--- config.mk ---
export PLATFORM = sky130hd
export DESIGN_NAME = pipeline_hazard_ctrl
export DESIGN_NICKNAME = d
export VERILOG_FILES = /design/src/rtl/pipeline_ctrl_pkg.sv /design/src/rtl/load_use_detect.sv /design/src/rtl/pipeline_hazard_ctrl.sv
export SDC_FILE = /design/constraint.sdc
export NUM_CORES = 1
export LEC_CHECK = 0
export CORE_ASPECT_RATIO = 0.9
export CORE_UTILIZATION = 35
export DETAILED_ROUTE_END_ITERATION = 7
export GPL_TIMING_DRIVEN = 0
export PLACE_DENSITY = 0.65
export SETUP_SLACK_MARGIN = 0.1
export SLEW_MARGIN = 20
export SYNTH_ARGS = -nofsm -noshare
export SYNTH_HDL_FRONTEND = slang
export SYNTH_SLANG_ARGS = --single-unit
--- constraint.sdc ---
create_clock -name clk -period 2.8 [get_ports clk]
set_input_delay 0.56 -clock clk [delete_from_list [all_inputs] [get_ports clk]]
set_output_delay 0.56 -clock clk [all_outputs]
set_load 0.005 [all_outputs]
--- src/rtl/pipeline_ctrl_pkg.sv ---
// Shared types for the pipeline hazard controller: FSM state encoding and
// the bundle of pipeline control strobes the controller emits each cycle.
package pipeline_ctrl_pkg;

    localparam int unsigned REG_ADDR_W = 5;

    typedef enum logic [1:0] {
        ST_RUN    = 2'd0,
        ST_MULDIV = 2'd1,
        ST_FLUSH  = 2'd2
    } ctrl_state_e;

    typedef struct packed {
        logic pc_write;
        logic if_id_write;
        logic stall;
        logic flush;
        logic ex_hold;
    } strobes_t;

    localparam strobes_t STROBES_RUN = '{
        pc_write: 1'b1, if_id_write: 1'b1, stall: 1'b0, flush: 1'b0, ex_hold: 1'b0
    };
    localparam strobes_t STROBES_FREEZE = '{
        pc_write: 1'b0, if_id_write: 1'b0, stall: 1'b0, flush: 1'b0, ex_hold: 1'b1
    };
    localparam strobes_t STROBES_FLUSH = '{
        pc_write: 1'b1, if_id_write: 1'b1, stall: 1'b0, flush: 1'b1, ex_hold: 1'b0
    };
    localparam strobes_t STROBES_LOAD_USE = '{
        pc_write: 1'b0, if_id_write: 1'b0, stall: 1'b1, flush: 1'b0, ex_hold: 1'b0
    };

endpackage

--- src/rtl/load_use_detect.sv ---
// Load-use hazard comparator: the load in ID/EX writes a register the
// instruction in IF/ID is about to read. x0 never creates a dependency.
module load_use_detect
    import pipeline_ctrl_pkg::*;
(
    input  logic                  ex_mem_read,
    input  logic [REG_ADDR_W-1:0] ex_dest,
    input  logic [REG_ADDR_W-1:0] id_rs,
    input  logic [REG_ADDR_W-1:0] id_rt,
    input  logic                  id_uses_rt,
    output logic                  hazard
);

    logic rs_match;
    logic rt_match;

    assign rs_match = (ex_dest == id_rs);
    assign rt_match = id_uses_rt && (ex_dest == id_rt);
    assign hazard   = ex_mem_read && (ex_dest != '0) && (rs_match || rt_match);

endmodule

--- src/rtl/pipeline_hazard_ctrl.sv ---
// Pipeline hazard controller: arbitrates memory wait, control-flow flush,
// multi-cycle mul/div hold and load-use stalls; counts stalled cycles.
module pipeline_hazard_ctrl
    import pipeline_ctrl_pkg::*;
#(
    parameter int unsigned MULDIV_MAX_CYCLES = 64,
    parameter int unsigned CNT_WIDTH         = 16
) (
    input  logic                  clk,
    input  logic                  reset,
    input  logic [4:0]            inIdRs,
    input  logic [4:0]            inIdRt,
    input  logic                  inIdUsesRt,
    input  logic                  inExMemRead,
    input  logic [4:0]            inExDestRegister,
    input  logic                  inExBranchTaken,
    input  logic                  inExMulDivStart,
    input  logic                  inMulDivDone,
    input  logic                  inMemWait,
    output logic                  outPcWrite,
    output logic                  outIfIdWrite,
    output logic                  outStall,
    output logic                  outFlush,
    output logic                  outExHold,
    output logic                  outTimeout,
    output logic [1:0]            outState,
    output logic [CNT_WIDTH-1:0]  outStallCount
);

    localparam int unsigned        WD_WIDTH = $clog2(MULDIV_MAX_CYCLES + 1);
    localparam logic [WD_WIDTH-1:0] WD_LAST = WD_WIDTH'(MULDIV_MAX_CYCLES - 1);

    ctrl_state_e          state_q, state_d;
    logic [WD_WIDTH-1:0]  wd_q, wd_d;
    logic                 timeout_q, timeout_d;
    logic [CNT_WIDTH-1:0] stall_cnt_q, stall_cnt_d;
    strobes_t             strobes;
    logic                 load_use;

    load_use_detect u_load_use_detect (
        .ex_mem_read (inExMemRead),
        .ex_dest     (inExDestRegister),
        .id_rs       (inIdRs),
        .id_rt       (inIdRt),
        .id_uses_rt  (inIdUsesRt),
        .hazard      (load_use)
    );

    // NOTE: every signal written here gets a default first, so no path infers a latch.
    always_comb begin
        strobes   = STROBES_RUN;
        state_d   = state_q;
        wd_d      = wd_q;
        timeout_d = timeout_q;

        if (inMemWait) begin
            strobes = STROBES_FREEZE;
        end else begin
            case (state_q)
                ST_RUN: begin
                    if (inExBranchTaken) begin
                        strobes = STROBES_FLUSH;
                        state_d = ST_FLUSH;
                    end else if (inExMulDivStart) begin
                        state_d = ST_MULDIV;
                        wd_d    = '0;
                    end else if (load_use) begin
                        strobes = STROBES_LOAD_USE;
                    end
                end
                ST_FLUSH: begin
                    strobes = STROBES_FLUSH;
                    state_d = ST_RUN;
                end
                ST_MULDIV: begin
                    strobes = STROBES_FREEZE;
                    wd_d    = wd_q + 1'b1;
                    if (inMulDivDone) begin
                        // Result is ready: release EX now so it retires this cycle.
                        strobes.ex_hold = 1'b0;
                        state_d         = ST_RUN;
                    end else if (wd_q == WD_LAST) begin
                        state_d   = ST_RUN;
                        timeout_d = 1'b1;
                    end
                end
                default: state_d = ST_RUN;
            endcase
        end

        // The pipeline must see plain RUN strobes for as long as reset is held.
        if (!reset) begin
            strobes = STROBES_RUN;
        end
    end

    always_comb begin
        stall_cnt_d = stall_cnt_q;
        if (!strobes.pc_write && (stall_cnt_q != '1)) begin
            stall_cnt_d = stall_cnt_q + 1'b1;
        end
    end

    // NOTE: sequential state uses <= so every flop samples pre-edge values.
    always_ff @(posedge clk or negedge reset) begin
        if (!reset) begin
            state_q     <= ST_RUN;
            wd_q        <= '0;
            timeout_q   <= 1'b0;
            stall_cnt_q <= '0;
        end else begin
            state_q     <= state_d;
            wd_q        <= wd_d;
            timeout_q   <= timeout_d;
            stall_cnt_q <= stall_cnt_d;
        end
    end

    assign outPcWrite    = strobes.pc_write;
    assign outIfIdWrite  = strobes.if_id_write;
    assign outStall      = strobes.stall;
    assign outFlush      = strobes.flush;
    assign outExHold     = strobes.ex_hold;
    assign outTimeout    = timeout_q;
    assign outState      = state_q;
    assign outStallCount = stall_cnt_q;

endmodule

==> summary.md <==
| Metric | Value |
|---|---|
| Register area | 650.6 um^2 |
| Fill count | 398 |
| Boundary Pins | 47 |
| CTS Hold Bufs | 0 |
| CP Capture Type | output pin |
| Post-synthesis register bit count | 26 |
| Clock power frac | 16.8% |
| Status | complete, but fails checks |
| Area growth from synthesis to layout | 40.05% |
| Share of cells above drive strength 1 | 12.32% |
| Core Rows | 22 |
| Worst-skew pair later-pin latency | 0.27 ns |
| Core ar. | 0.004074 mm^2 |
| Final cell count without fillers | 259 |
| Vias in the first global route | 1263 |
| Crit Path Class | in2out |
| Clock Sinks | 26 |
| Final Hold Viols | 0 |
| Residual DRC | 4 |
| Max VDD drop | 0.3442 mV |
| Die H | 63.77 um |
| Synthesized area | 0.001484 mm^2 |
| Avg WL per Cell | 13.22 um |
| Multi-input gate area | 827.0 um^2 |
| Setup violations, final | 0 |
| Max clock buf depth | 2 |
| Clock-pin slew on the worst setup and hold paths | 0.09 ns |
| Syn Nets | 184 |
| Pint | 0.8136 mW |
| CP Launch Type | primary input |
| Fin crit share | 94.00% |
| Syn. warnings | 0 |
| Sequential power share | 44.7% |
| Cts bufs inserted | 3 |
| Nets | 238 |
| Post-Place Cells | 253 |
| Avg Cell Area, Syn | 9.333 um^2 |
| Synth cell types | 38 |
| Number of slew-limit violations in the final report | 0 |
| Worst-Margin Slew | 0.3985 ns |
| CTS tree | built |
| Die area | 0.004504 mm^2 |
| H-tree levels | 1 |
| HP Class | in2async |
| Die width | 70.64 um |
| Comb power frac | 38.5% |
| Psw | 0.4393 mW |
| Max Fclk | 380.0 MHz |
| Critical path arrival | 2.07 ns |
| Routed vias | 1307 |
| Sequential area share after synthesis | 43.84% |
| First-pass detailed-route iteration total | 6 |
| GR Overflow Total | 0 |
| Drt total wl | 3.425 mm |
| Maxcap violations | 0 |
| Placed wire-length estimate | 2.456 mm |
| Starting DRT DRC Count | 94 |
| Worst slack, placed | -0.7781 ns |
| RePlAce Congestion | 0.8459 |
| Pin count of the biggest net entering global routing | 28 |
| CP required | 2.24 ns |
| Clock Skews | 0.004305 ns |
| CP max FO | 2 |
| Failing checks | DRC |
| Final hold slack | 0.1820 ns |
| Placed Area | 0.001999 mm^2 |
| Max-slew headroom | 73.44% |
| Antenna Cells | 0 |
| Root Driver | clkbuf_8 |
| Post-Syn Instances | 159 |
| Post-synth EDFFs | 0 |
| Gr usage total | 15.89% |
| Detail Route Antenna Nets | 0 |
| P_leak | 0.9722 nW |
| Sw Share | 35.06% |
| Fin worst setup slack | 0.1681 ns |
| Initial antenna violation count | 0 |
| Minimum clock period | 2.632 ns |
| First-pass GRT wire length | 5.747 mm |
| PD cells | 602.9 mW/mm^2 |
| I/O Buffers | 46 |
| Tot Pwr | 1.253 mW |
| Initial Util | 36.43% |
| Post-route cell area | 0.002078 mm^2 |
| Via-to-Cell Ratio | 5.046 |
| Async SR Flop Fraction | 100.0% |
| RSZ-0062 raised after global routing | false |
| Main flop type after synthesis | dfrtp_1 |
[path summary, 6_finish.rpt]
path	endpoint	slack, ns	cells after the start	startpoint
min in group clk	outTimeout	0.46	1	outTimeout
hold reg to reg	outTimeout	0.46	1	outTimeout
setup / recovery	outPcWrite	0.17	9	inIdRt[2]
hold / removal	wd_q[6]	0.18	1	reset
max in group asynchronous	wd_q[0]	2.36	1	reset
setup reg to reg	outStallCount[1]	0.76	6	outStallCount[8]
[layout by cell type, fill, tap and decap left out, drive strengths merged, types with 2 or more instances in the layout]
cell / count
a21o: 2
nand3: 10
ha: 2
clkbuf: 8
nand2: 19
xnor2: 2
o21a: 2
o21ai: 10
nor4: 5
inv: 3
or2: 2
dlygate4sd2: 6
buf: 8
nand4: 2
nor2: 17
xor2: 23
dfrtp: 26
and3: 2
dlymetal6s2s: 5
clkdlybuf4s50: 29
a21oi: 3
nor3: 10
[worst max-delay path: stages]
cell and delay (ns):
dlygate4sd2_1 0.24, xor2_1 0.14, nor4_2 0.24, a32oi_1 0.15
o21a_2 0.25, buf_6 0.11, nand2b_4 0.13, buf_4 0.12
buf_2 0.12
[timing repair]
item / CTS / global route
buffers inserted: 2 / 1
setup endpoints to repair: 5 / 2
pin swaps: 4 / 6
resized for setup: 22 / 13
[state kept, by name, summed over array words and instances, names as in the netlist]
name           flops
wd_q               7
outStallCount     16
outState           2
outTimeout         1
[power by group through the flow]
stage                     combinational, mW  sequential, mW  clock, mW
after floorplan                       0.243           0.553          0
after global placement                0.464           0.566          0
after detailed placement              0.468           0.566          0
after CTS                             0.479           0.560      0.223
after global routing                  0.541           0.578      0.234
final                                 0.482           0.560      0.210
[cell families after synthesis]
logic type	count (synthesis)	synth area share [%]
adder cells (fa/ha/maj)	2	1.686
XOR/XNOR	25	14.76
AND/OR/NAND/NOR	74	26.14
multiplexers	1	0.7588
flip-flops	26	43.84
AO/OA/AOI/OAI	24	10.29
buffers and inverters	7	2.530
[cells in the mapped netlist, types with 2 or more instances]
cell type,count,area (um^2)
nand2_1,19,71.32
dfrtp_1,26,650.6
nor3_1,10,50.05
or2_2,2,12.51
ha_1,2,25.02
a21oi_1,3,15.01
a21o_1,2,15.01
nand3_1,10,50.05
clkbuf_1,2,7.510
o21ai_0,10,50.05
xor2_1,23,201.4
inv_1,3,11.26
nor2_1,17,63.81
and3_1,2,12.51
xnor2_1,2,17.52
nor4_1,3,18.77
nand4_1,2,12.51
[metal layers]
metal,vias to the layer above,part of all wire [%],GRT usage (%)
met3,2,4.0,3.943
met4,0,0.35,1.750
met1,617,48,20.10
met2,25,48,28.40
li1,663,-,-
met5,-,0,0
[area by class of cell]
cell class / instances / area share (%)
inverters: 3 / 0.5418
clock buffers: 3 / 1.987
repair buffers: 49 / 22.16
multi-input cells: 126 / 39.80
plain buffers: 4 / 1.325
well taps: 48 / 2.890
flip-flops and latches: 26 / 31.31
[stage by stage]
step	util [%]	TNS, ns
2_1_floorplan	-	0
3_3_place_gp	49.20	-9.799
3_5_place_dp	49.08	-1.702
4_1_cts	50.46	0
5_1_grt	51.01	0
6_report	51.01	0
(Power assumes the default switching activity.)
